### src/rtl/fifo_scd_flags_if.sv
// Handshake and status bundle for fifo_scd_flags: producer/consumer controls
// plus data, flags, occupancy and sticky error outputs.
interface fifo_scd_flags_if #(
  parameter int DW = 32,
  parameter int AW = 4
);
  logic          clr;
  logic          we;
  logic [DW-1:0] din;
  logic          re;
  logic [DW-1:0] dout;
  logic          dout_vld;
  logic          empty;
  logic          full;
  logic          almost_empty;
  logic          almost_full;
  logic [AW:0]   count;
  logic          overflow;
  logic          underflow;

  modport master (
    output clr, we, din, re,
    input  dout, dout_vld, empty, full, almost_empty, almost_full,
           count, overflow, underflow
  );

  modport slave (
    input  clr, we, din, re,
    output dout, dout_vld, empty, full, almost_empty, almost_full,
           count, overflow, underflow
  );
endinterface

### src/rtl/fifo_scd_flags.sv
// Single-clock FIFO with standard/FWFT read, occupancy count, programmable
// almost flags, synchronous flush and sticky overflow/underflow.
module fifo_scd_flags #(
  parameter int DEPTH  = 16,
  parameter int DW     = 32,
  parameter int AF_LVL = 14,
  parameter int AE_LVL = 2,
  parameter int FWFT   = 0
) (
  input  logic             clk,
  input  logic             rst,
  fifo_scd_flags_if.slave  bus
);
  localparam int AW = $clog2(DEPTH);
  localparam logic [AW:0] AF_TH = (AW+1)'(AF_LVL);
  localparam logic [AW:0] AE_TH = (AW+1)'(AE_LVL);

  logic [AW:0]   wp_q, wp_d;
  logic [AW:0]   rp_q, rp_d;
  logic [DW-1:0] mem_q [DEPTH];
  logic [DW-1:0] mem_d [DEPTH];
  logic [DW-1:0] dout_q, dout_d;
  logic          dout_vld_q, dout_vld_d;
  logic          ovf_q, ovf_d;
  logic          udf_q, udf_d;

  logic [AW-1:0] wa, ra;
  logic [AW:0]   count;
  logic          empty, full;
  logic          wr_acc, rd_acc;

  // Extra pointer MSB distinguishes full from empty when low bits match.
  assign wa     = wp_q[AW-1:0];
  assign ra     = rp_q[AW-1:0];
  assign empty  = (rp_q == wp_q);
  assign full   = (wa == ra) && (wp_q[AW] != rp_q[AW]);
  assign count  = wp_q - rp_q;
  assign wr_acc = bus.we & ~full  & ~bus.clr;
  assign rd_acc = bus.re & ~empty & ~bus.clr;

  always_comb begin
    wp_d       = wp_q;
    rp_d       = rp_q;
    dout_d     = dout_q;
    dout_vld_d = 1'b0;
    ovf_d      = ovf_q;
    udf_d      = udf_q;
    if (bus.clr) begin
      wp_d  = '0;
      rp_d  = '0;
      ovf_d = 1'b0;
      udf_d = 1'b0;
    end else begin
      if (wr_acc) wp_d = wp_q + 1'b1;
      if (rd_acc) begin
        rp_d       = rp_q + 1'b1;
        dout_d     = mem_q[ra];
        dout_vld_d = 1'b1;
      end
      if (bus.we & full)  ovf_d = 1'b1;
      if (bus.re & empty) udf_d = 1'b1;
    end
  end

  always_comb begin
    mem_d = mem_q;
    if (wr_acc) mem_d[wa] = bus.din;
  end

  // Storage is deliberately left out of reset.
  always_ff @(posedge clk) begin
    mem_q <= mem_d;
  end

  always_ff @(posedge clk or posedge rst) begin
    if (rst) begin
      wp_q       <= '0;
      rp_q       <= '0;
      dout_q     <= '0;
      dout_vld_q <= 1'b0;
      ovf_q      <= 1'b0;
      udf_q      <= 1'b0;
    end else begin
      wp_q       <= wp_d;
      rp_q       <= rp_d;
      dout_q     <= dout_d;
      dout_vld_q <= dout_vld_d;
      ovf_q      <= ovf_d;
      udf_q      <= udf_d;
    end
  end

  always_comb begin
    if (FWFT != 0) begin
      bus.dout     = mem_q[ra];
      bus.dout_vld = ~empty;
    end else begin
      bus.dout     = dout_q;
      bus.dout_vld = dout_vld_q;
    end
  end

  assign bus.empty        = empty;
  assign bus.full         = full;
  assign bus.count        = count;
  assign bus.almost_full  = (count >= AF_TH);
  assign bus.almost_empty = (count <= AE_TH);
  assign bus.overflow     = ovf_q;
  assign bus.underflow    = udf_q;
endmodule

### src/flat_wrapper.sv
// flat-port wrapper written by rule: the top's interface ports become plain ports
module fifo_scd_flags_flat 
#(
  parameter int DEPTH  = 16,
  parameter int DW     = 32,
  parameter int AF_LVL = 14,
  parameter int AE_LVL = 2,
  parameter int FWFT   = 0
)
  (clk, rst, bus_clr, bus_we, bus_din, bus_re, bus_dout, bus_dout_vld, bus_empty, bus_full, bus_almost_empty, bus_almost_full, bus_count, bus_overflow, bus_underflow);
  fifo_scd_flags_if #(.DW(DW)) bus_i ();
  input  logic clk;
  input  logic rst;
  input wire logic [$bits(bus_i.clr)-1:0] bus_clr;
  input wire logic [$bits(bus_i.we)-1:0] bus_we;
  input wire logic [$bits(bus_i.din)-1:0] bus_din;
  input wire logic [$bits(bus_i.re)-1:0] bus_re;
  output wire logic [$bits(bus_i.dout)-1:0] bus_dout;
  output wire logic [$bits(bus_i.dout_vld)-1:0] bus_dout_vld;
  output wire logic [$bits(bus_i.empty)-1:0] bus_empty;
  output wire logic [$bits(bus_i.full)-1:0] bus_full;
  output wire logic [$bits(bus_i.almost_empty)-1:0] bus_almost_empty;
  output wire logic [$bits(bus_i.almost_full)-1:0] bus_almost_full;
  output wire logic [$bits(bus_i.count)-1:0] bus_count;
  output wire logic [$bits(bus_i.overflow)-1:0] bus_overflow;
  output wire logic [$bits(bus_i.underflow)-1:0] bus_underflow;
  assign bus_i.clr = bus_clr;
  assign bus_i.we = bus_we;
  assign bus_i.din = bus_din;
  assign bus_i.re = bus_re;
  assign bus_dout = bus_i.dout;
  assign bus_dout_vld = bus_i.dout_vld;
  assign bus_empty = bus_i.empty;
  assign bus_full = bus_i.full;
  assign bus_almost_empty = bus_i.almost_empty;
  assign bus_almost_full = bus_i.almost_full;
  assign bus_count = bus_i.count;
  assign bus_overflow = bus_i.overflow;
  assign bus_underflow = bus_i.underflow;
  fifo_scd_flags #(.DEPTH(DEPTH), .DW(DW), .AF_LVL(AF_LVL), .AE_LVL(AE_LVL), .FWFT(FWFT)) u_core (.clk(clk), .rst(rst), .bus(bus_i));
endmodule
### config.mk
export PLATFORM = sky130hd
export DESIGN_NAME = fifo_scd_flags_flat
export DESIGN_NICKNAME = d
export VERILOG_FILES = /design/src/rtl/fifo_scd_flags_if.sv /design/src/rtl/fifo_scd_flags.sv /design/src/flat_wrapper.sv
export SDC_FILE = /design/constraint.sdc
export NUM_CORES = 1
export LEC_CHECK = 0
export BUFFER_PORTS_ARGS = -buffer_cell sky130_fd_sc_hd__clkbuf_2
export CAP_MARGIN = 20
export CORE_MARGIN = 5
export CORE_UTILIZATION = 40
export CTS_BUF_LIST = sky130_fd_sc_hd__clkbuf_4 sky130_fd_sc_hd__clkbuf_8 sky130_fd_sc_hd__clkbuf_16
export CTS_CLUSTER_SIZE = 14
export DETAILED_ROUTE_END_ITERATION = 7
export PLACE_DENSITY = 0.59
export SYNTH_ARGS = -nofsm -noshare
export SYNTH_HDL_FRONTEND = slang
export SYNTH_SLANG_ARGS = --single-unit
### constraint.sdc
create_clock -name clk -period 15.3 [get_ports clk]
set_input_delay 3.06 -clock clk [delete_from_list [all_inputs] [get_ports clk]]
set_output_delay 3.06 -clock clk [all_outputs]
set_load 0.1 [all_outputs]
==> qor.txt <==
Endpoint class of the critical path -> output pin
Clock sinks -> 557
Final period util -> 0.428
Clk Latency, worst-skew pair -> 0.61 ns
Post-Synthesis Cells -> 967
Finished Cell Area -> 24700 um2
Post-CTS setup buffers -> 0
WP data arrival -> 3.49 ns
First-pass GRT wire length -> 68400 um
Register area share after synthesis -> 0.760
Fin Setup TNS -> 0 ns
Worst path bufs/invs -> 2
IO Pins -> 81
Outcome -> completed
Power density over the cells -> 158 nW/um2
Hold Crit Class -> reg -> reg
Overall power -> 3.91 mW
Maximum vdd drop -> 0.107 mV
DP Area -> 22900 um2
Vias in the first global route -> 10700
RSZ-0062 raised after global routing -> no
Mapped Area -> 21700 um2
Vias per cell -> 5.38
Hold slack -> 0.509 ns
Worst stage delay on the critical path -> 1.13 ns
Final setup fails -> 0
Worst Clk Skew -> 0.0241 ns
Req. time, crit path -> 12.24 ns
Avg Cell Area, Syn -> 22.4 um2
Post-detail-place hpwl -> 24200 um
Slowest-stage cell, CP -> dfrtp_4
Pre-antenna DRT Iters -> 4
Area leader, netlist -> edfxtp_1
Routability cong. -> 0.754
DRT iter0 DRCs -> 651
Die area -> 59000 um2
CTS tree -> built
Die width -> 243 um
Row cnt -> 85
H-tree depth -> 2
Yosys warning total -> 0
I/O Buffers -> 80
Max Cap Viol -> 0
Post-route ant nets -> 0
Async SR Flop Fraction -> 0.0808
Ys flop type -> edfxtp_1
Total gr overflow -> 0
Crit path launch type -> register
Hold buffer count at CTS -> 0
Gr usage total -> 0.152
Drt wl/cell -> 24.5 um
Max clock buf depth -> 3
Leak -> 7.92 nW
Commonest cells after routing, fill and taps aside -> edfxtp_1, mux4_2, clkbuf_2
Final core occ -> 0.459
Via Count -> 9813
Fin. Hold Viols -> 0
Post-synth top area share -> 0.708
Post-route minimum period -> 6.55 ns
DRC viols -> 0
Area Overhead vs Synth -> 13.9%
Initial Utilization -> 0.403
Critical path class -> reg -> out
Final #Nets -> 1126
Num CTS Buffers -> 58
Clock root buffer -> clkbuf_16
Post-Syn Nets -> 1014
Worst-path clk slew -> 0.06 ns
Commonest non-fill, non-tap cell in the layout -> edfxtp_1
Max Clk Rate -> 153 MHz
Slew HR -> 0.276
Largest net degree at the start of global routing -> 100
EDFF count, synth -> 512
Die height -> 243 um
Critical Path, Cell by Cell -> inv_1 > ha_1 > or3_1 > a211oi_1 > clkbuf_2
PostCTS Resize Cnt -> 0
Top cells by area, synth -> edfxtp_1, mux4_2, dfrtp_1
Initial antenna violation count -> 2
Worst Tran Pin Value -> 1.09 ns
Cell family with most CP delay -> flip-flops
Critical path peak fanout -> 67
Yosys cell types -> 45
#FFs+latches synth -> 557
Core area -> 53800 um2
Routed wire length -> 44700 um
Share of cells above drive strength 1 -> 0.341
Max-slew violation count -> 0
[state kept, by name, summed over array words and instances, names as in the netlist]
register	flops
u_core.mem_q	512
u_core.bus.dout	32
u_core.rp_q	5
u_core.wp_q	5
u_core.bus.dout_vld	1
u_core.bus.overflow	1
u_core.bus.underflow	1
[area by class of cell]
class | instances | area, um2
antenna | 1 | 2.50
fill | 4498 | 29100
timing repair buffer | 104 | 606
multi-input combinational | 348 | 4860
clock buffer | 85 | 1710
clock inverter | 22 | 118
inverter | 10 | 37.5
tap | 696 | 871
sequential | 557 | 16500
[routing by layer]
layer,vias up,part of all wire,global-route usage
met3,58,0.035,0.0251
met5,-,0.00029,0
met4,2,0.016,0.0347
met1,5257,0.43,0.204
met2,179,0.52,0.264
li1,4317,-,-
[tightest hold or removal path, stage by stage (launching register included)]
cell     delay, ns
dfrtp_1       0.34
a21oi_1       0.04
nor2_1        0.08
[power by group]
part           total, mW  internal [mW]  switching (mW)
clock               1.33          0.772           0.554
sequential          1.78           1.72          0.0573
combinational      0.808          0.230           0.578
[cell families after synthesis]
group	after synthesis	synth area share
DFF	557	0.760
xor gates and xnor gates	12	0.00484
AOI/OAI and AO/OA	116	0.0413
and+or+nand+nor	48	0.00986
muxes	162	0.156
buffers and inverters	62	0.0218
adders and majority gates	10	0.00611
[stage by stage]
| step | setup slack [ns] | std cells |
|---|---|---|
| after detailed placement | 9.31 | 1715 |
| after global placement | 9.28 | 1714 |
| after floorplan | 7.53 | 967 |
| final | 8.75 | 1823 |
| after global routing | 8.56 | 1822 |
| after CTS | 8.66 | 1822 |
[synthesized netlist by cell type, types with 2 or more instances]
| library cell | n |
|---|---|
| nand2_1 | 7 |
| dfrtp_1 | 45 |
| buf_8 | 2 |
| xor2_1 | 4 |
| mux2i_1 | 2 |
| buf_12 | 8 |
| buf_1 | 2 |
| inv_1 | 9 |
| nor2_1 | 26 |
| and2_1 | 3 |
| buf_2 | 9 |
| mux4_1 | 30 |
| mux2_2 | 29 |
| nand2b_1 | 3 |
| o21ai_1 | 2 |
| ha_1 | 9 |
| edfxtp_1 | 512 |
| o2111ai_1 | 2 |
| mux4_2 | 98 |
| buf_6 | 4 |
| clkbuf_4 | 7 |
| a211oi_1 | 4 |
| xnor2_1 | 8 |
| a21oi_1 | 36 |
| a21o_1 | 2 |
| o22ai_1 | 33 |
| nor3_1 | 4 |
| o22ai_2 | 31 |
| mux2_4 | 3 |
| clkbuf_1 | 15 |
| buf_4 | 4 |
[final timing paths]
check	startpoint	to	cells after the start	slack, ns
setup / recovery	u_core.rp_q[3]	bus_almost_empty	5	8.75
hold / removal	u_core.bus.underflow	u_core.bus.underflow	2	0.51
setup reg to reg	u_core.rp_q[3]	u_core.mem_q[303]	7	11.01
hold reg to reg	u_core.bus.underflow	u_core.bus.underflow	2	0.51
max in group asynchronous	rst	u_core.rp_q[0]	3	12.01
min in group asynchronous	rst	u_core.bus.dout[30]	3	2.67
No activity file was read; power rests on OpenSTA's default activity.
